[src/rtl/sdemux_pkg.sv]
// Shared constants and types for the sdemux frame demultiplexer.
// Holds the data width, beat count, FSM state encoding, the bank boundary
// indices for both routing modes, and the one-hot bank select codes.
package sdemux_pkg;

  localparam int unsigned DataWidth = 136;
  localparam int unsigned NumBeats  = 16;
  localparam int unsigned CntWidth  = 4;

  localparam logic [CntWidth-1:0] LastBeat = CntWidth'(NumBeats - 1);

  // First beat index routed to the next bank in each mode.
  localparam logic [CntWidth-1:0] Mode0Split  = CntWidth'(8);
  localparam logic [CntWidth-1:0] Mode1Split1 = CntWidth'(6);
  localparam logic [CntWidth-1:0] Mode1Split2 = CntWidth'(11);

  localparam logic [2:0] SelBank1 = 3'b001;
  localparam logic [2:0] SelBank2 = 3'b010;
  localparam logic [2:0] SelBank3 = 3'b100;

  typedef enum logic [1:0] {
    StIdle = 2'd0,
    StRun  = 2'd1,
    StDone = 2'd2
  } state_e;

endpackage

[src/rtl/sdemux_route.sv]
// Combinational beat router for sdemux.
// Ports:
//   mux_flag  - latched routing mode of the current frame
//   scounter  - index of the beat being accepted
//   bank_sel  - one-hot bank select {bank3, bank2, bank1}
module sdemux_route
  import sdemux_pkg::*;
(
  input  logic                mux_flag,
  input  logic [CntWidth-1:0] scounter,
  output logic [2:0]          bank_sel
);

  always_comb begin
    bank_sel = SelBank1;
    if (!mux_flag) begin
      if (scounter >= Mode0Split) begin
        bank_sel = SelBank2;
      end
    end else begin
      if (scounter >= Mode1Split2) begin
        bank_sel = SelBank3;
      end else if (scounter >= Mode1Split1) begin
        bank_sel = SelBank2;
      end
    end
  end

endmodule

[src/rtl/sdemux.sv]
// Frame demultiplexer: a start pulse opens a 16-beat frame; each accepted beat
// is XOR-accumulated into one of three banks selected by the beat index and
// the routing mode latched at start. Banks hold their value after the frame.
// Ports:
//   clk, rst             - clock, asynchronous active-high reset
//   start, mux_flag      - frame request and routing mode (sampled on start)
//   in_valid, data_in    - beat handshake and payload
//   in_ready             - high while a frame is running
//   data_out_1/2/3       - registered bank accumulators
//   scounter             - index of the next beat to accept
//   busy, done           - frame in progress; one-cycle completion pulse
module sdemux
  import sdemux_pkg::*;
(
  input  logic                 clk,
  input  logic                 rst,
  input  logic                 start,
  input  logic                 mux_flag,
  input  logic                 in_valid,
  input  logic [DataWidth-1:0] data_in,
  output logic                 in_ready,
  output logic [DataWidth-1:0] data_out_1,
  output logic [DataWidth-1:0] data_out_2,
  output logic [DataWidth-1:0] data_out_3,
  output logic [CntWidth-1:0]  scounter,
  output logic                 busy,
  output logic                 done
);

  state_e               state_q, state_d;
  logic                 mode_q;
  logic [CntWidth-1:0]  cnt_q;
  logic [DataWidth-1:0] bank1_q, bank2_q, bank3_q;
  logic [2:0]           bank_sel;
  logic                 frame_start;
  logic                 accept;

  sdemux_route u_route (
    .mux_flag (mode_q),
    .scounter (cnt_q),
    .bank_sel (bank_sel)
  );

  assign frame_start = (state_q == StIdle) && start;
  assign accept      = (state_q == StRun) && in_valid;

  always_comb begin
    state_d  = state_q;
    in_ready = 1'b0;
    busy     = 1'b0;
    done     = 1'b0;
    unique case (state_q)
      StIdle: begin
        if (start) state_d = StRun;
      end
      StRun: begin
        in_ready = 1'b1;
        busy     = 1'b1;
        if (in_valid && (cnt_q == LastBeat)) state_d = StDone;
      end
      StDone: begin
        done    = 1'b1;
        state_d = StIdle;
      end
      default: state_d = StIdle;
    endcase
  end

  always_ff @(posedge clk or posedge rst) begin
    if (rst) begin
      state_q <= StIdle;
      mode_q  <= 1'b0;
      cnt_q   <= '0;
      bank1_q <= '0;
      bank2_q <= '0;
      bank3_q <= '0;
    end else begin
      state_q <= state_d;
      if (frame_start) begin
        mode_q  <= mux_flag;
        cnt_q   <= '0;
        bank1_q <= '0;
        bank2_q <= '0;
        bank3_q <= '0;
      end else if (accept) begin
        // Counter wraps to 0 naturally after the last beat.
        cnt_q <= cnt_q + CntWidth'(1);
        unique case (bank_sel)
          SelBank1: bank1_q <= bank1_q ^ data_in;
          SelBank2: bank2_q <= bank2_q ^ data_in;
          SelBank3: bank3_q <= bank3_q ^ data_in;
          default:  ;
        endcase
      end
    end
  end

  assign data_out_1 = bank1_q;
  assign data_out_2 = bank2_q;
  assign data_out_3 = bank3_q;
  assign scounter   = cnt_q;

endmodule

[config.mk]
export PLATFORM = sky130hd
export DESIGN_NAME = sdemux
export DESIGN_NICKNAME = d
export VERILOG_FILES = /design/src/rtl/sdemux_pkg.sv /design/src/rtl/sdemux_route.sv /design/src/rtl/sdemux.sv
export SDC_FILE = /design/constraint.sdc
export NUM_CORES = 1
export LEC_CHECK = 0
export ABC_AREA = 1
export ABC_CLOCK_PERIOD_IN_PS = 15850
export CORE_AREA = 3 3 217 219
export CTS_CLUSTER_SIZE = 8
export DETAILED_ROUTE_END_ITERATION = 8
export DIE_AREA = 0 0 220 222
export PLACE_DENSITY_LB_ADDON = 0.12
export SLEW_MARGIN = 10
export SYNTH_ARGS = -nofsm -noshare
export SYNTH_HDL_FRONTEND = slang
export SYNTH_SLANG_ARGS = --single-unit
[constraint.sdc]
create_clock -name clk -period 15.85 [get_ports clk]
set_input_delay 3.17 -clock clk [delete_from_list [all_inputs] [get_ports clk]]
set_output_delay 3.17 -clock clk [all_outputs]
set_load 0.005 [all_outputs]
==> run_results.csv <==
group,metric,value,unit
clock_tree,path_clk_slew,0.05,ns
logic_synthesis,synth_cell_types,19,
routing,initialDrtViolationCount,1313,
clock_tree,post_cts_buffers,0,
global_route,grt_first_pass_wirelength,108000,µm
final_layout,drive_above_1_share,2.77,%
min_path,min_path_cells,2,
setup_path,slowest_stage,"o21ai_4",
global_route,overflow,0,
setup_path,crit_fanout,86,
logic_synthesis,avgSynthCellArea,7.98,µm²
min_path,whs_endpoint,"data_out_3[56]$_DFFE_PP0P_",
timing,skew,0.0221,ns
place,place_hpwl,45300,µm
clock_tree,cts_buffers,57,
timing,max_slew_margin,20.1,%
timing,finalHoldViolCount,0,
min_path,hp-class,"flop to flop",
timing,setup_viol,0,
logic_synthesis,synth.area.top_cells,"dfrtp_1, nand2_1, xor2_1, inv_1, nand4_1",
logic_synthesis,yosysWarnings,0,
timing,finalCritPeriodShare,40.8,%
routing,vias,19300,
setup_path,startpoint_type,"primary input",
setup_path,crit_type,"primary input to flop",
floorplan,core,45300,µm²
logic_synthesis,ys_seq_area_share,48.8,%
clock_tree,h-tree-depth,2,
floorplan,die_h,222,µm
setup_path,r2r-start,"state_q[0]$_DFFE_PP0P_",
floorplan,start_util,47.0,%
place,place.gp.congestion,0.824,
global_route,grt_max_degree,170,
setup_path,ff2ff_setup_slack,11.96,ns
clock_tree,clock-root-buffer,"clkbuf_16",
timing,finalSetupTns,0,ns
clock_tree,clockBufferDepth,3,
logic_synthesis,synth_fp_nets,2811,
logic_synthesis,synth_top_cell_area_share,48.8,%
logic_synthesis,syn_inst,2668,
timing,fmax,0.155,GHz
outcome,status,"complete, no violations",
min_path,min-delay-start,"data_out_3[56]$_DFFE_PP0P_",
final_layout,area_delta_synth_final,33.8,%
setup_path,worstReg2RegEnd,"data_out_3[14]$_DFFE_PP0P_",
floorplan,io_pins,556,
floorplan,rows,78,
floorplan,dieArea,48800,µm²
setup_path,required,16.34,ns
final_layout,layout_commonest_cell,"nand2_1",
global_route,grt_pass1_vias,19200,
logic_synthesis,synth_area,21300,µm²
floorplan,die_width,220,µm
clock_tree,cts_tree,"done",
routing,drc,0,
logic_synthesis,ys_ff_latch,415,
routing,ant_nets,0,
timing,drv_slew,0,
global_route,track_usage,27.5,%
timing,rsz0062_at_grt,"false",
run,maxCapViolCount,0,
setup_path,crit_chain,"clkdlybuf4s50_1, nand2_4, inv_1, o21ai_4, buf_4, buf_4, nand2_1, o21ai_1",
power_and_ir_drop,p_leak,14.7,nW
final_layout,final_util,62.9,%
final_layout,layout_common_cells,"nand2_1, clkdlybuf4s50_1, dfrtp_1",
logic_synthesis,synth_top_area_cell,"dfrtp_1",
global_route,antenna_found_initial,4,
clock_tree,cts_resized,0,
setup_path,cp_common_cell,"buf_4",
clock_tree,cts.sinks,415,
timing,worstMarginPinSlew,1.20,ns
place,io_buffers,555,
final_layout,nets,3278,
clock_tree,insertion_delay,0.59,ns
setup_path,rr_worst_depth,8,
routing,dr.pass1.iters,6,
routing,routed_wl,67600,µm
power_and_ir_drop,p_total,6.07,mW
timing,finalCriticalPeriod,6.47,ns
clock_tree,postCtsHoldBufs,0,
setup_path,worst_ep_arrival_time,6.96,ns
power_and_ir_drop,vdd_drop_max,0.000130,V
routing,viasPerCell,5.15,
power_and_ir_drop,powerDensity,213,nW/µm²
setup_path,end_kind,"flop",
routing,wire_per_inst,18.1,µm
setup_path,max_stage_delay,0.84,ns
where the power goes:
part | leakage, nW | switching (mW) | total, mW | internal, mW
Combinational | 8.82 | 1.51 | 2.94 | 1.43
Sequential | 5.17 | 0.473 | 2.05 | 1.57
Clock | 0.733 | 0.440 | 1.09 | 0.645
Total | 14.7 | 2.42 | 6.07 | 3.65
state kept, by name, indices dropped and copies added (netlist names):
register    count
data_out_1    136
state_q         2
data_out_2    136
data_out_3    136
scounter        4
mode_q          1
metal layers:
layer  track usage [%]  vias up  routed length (µm)
met5                 0        -                  13
li1                  -     9264                   -
met2              44.5      580               32000
met4              9.97        2                2280
met3              8.30      118                5660
met1              34.8     9301               27600
area by class of cell:
| class | instances | area, µm² |
|---|---|---|
| timing repair buffer | 575 | 5720 |
| tap | 600 | 751 |
| multi-input combinational | 1804 | 9060 |
| clock buffer | 60 | 1480 |
| sequential | 415 | 10400 |
| inverter | 282 | 1070 |
| antenna | 5 | 12.5 |
| clock inverter | 1 | 8.76 |
| fill | 3905 | 16800 |
worst max path at each step:
stage	from	endpoint	cells past startpoint	slack [ns]
detailed placement	start	data_out_3[102]$_DFFE_PP0P_	7	8.76
global route	start	data_out_3[14]$_DFFE_PP0P_	8	9.04
global placement	start	data_out_3[98]$_DFFE_PP0P_	7	8.89
floorplan	rst	data_out_1[0]$_DFFE_PP0P_	1	1.13
finish	start	data_out_3[14]$_DFFE_PP0P_	8	9.38
CTS	start	data_out_3[102]$_DFFE_PP0P_	7	9.41
per-stage QoR:
stage | setup slack (ns) | instance area, µm² | std cells | hold slack, ns
finish | 9.38 | 28500 | 3742 | 0.525
global route | 9.04 | 28500 | 3740 | 0.551
CTS | 9.41 | 28500 | 3737 | 0.526
detailed placement | 8.76 | 27000 | 3676 | 0.515
global placement | 8.89 | 27000 | 3676 | 0.495
floorplan | 1.13 | 21300 | 2668 | 0.471
worst max-delay path, delay by kind of cell:
family,cells,cell delay [ns]
buffers and inverters,4,1.91
AOI/OAI and AO/OA,2,0.97
and+or+nand+nor,2,0.75
kinds of logic (layout without fill, tap and decap cells):
group / count (synthesis) / after routing / synth area share (%)
buffers and inverters: 449 / 918 / 8.82
flip-flops: 415 / 415 / 48.8
other: 0 / 5 / 0
AND/OR/NAND/NOR: 1251 / 1251 / 24.5
adder cells (fa/ha/maj): 2 / 2 / 0.118
AO/OA/AOI/OAI: 279 / 279 / 6.58
XOR/XNOR: 272 / 272 / 11.2
synth_stat cells:
cell type,count
nand2_1,830
dfrtp_1,415
inv_1,282
xor2_1,272
nor2_1,144
nand3_1,139
o21ai_1,139
nand4_1,137
o21ai_0,136
buf_2,63
clkbuf_1,63
buf_4,18
buf_1,17
buf_6,6
a21oi_1,2
ha_1,2
nand2_2,1
o21ai_2,1
o22ai_1,1
No activity file was read; power rests on OpenSTA's default activity.
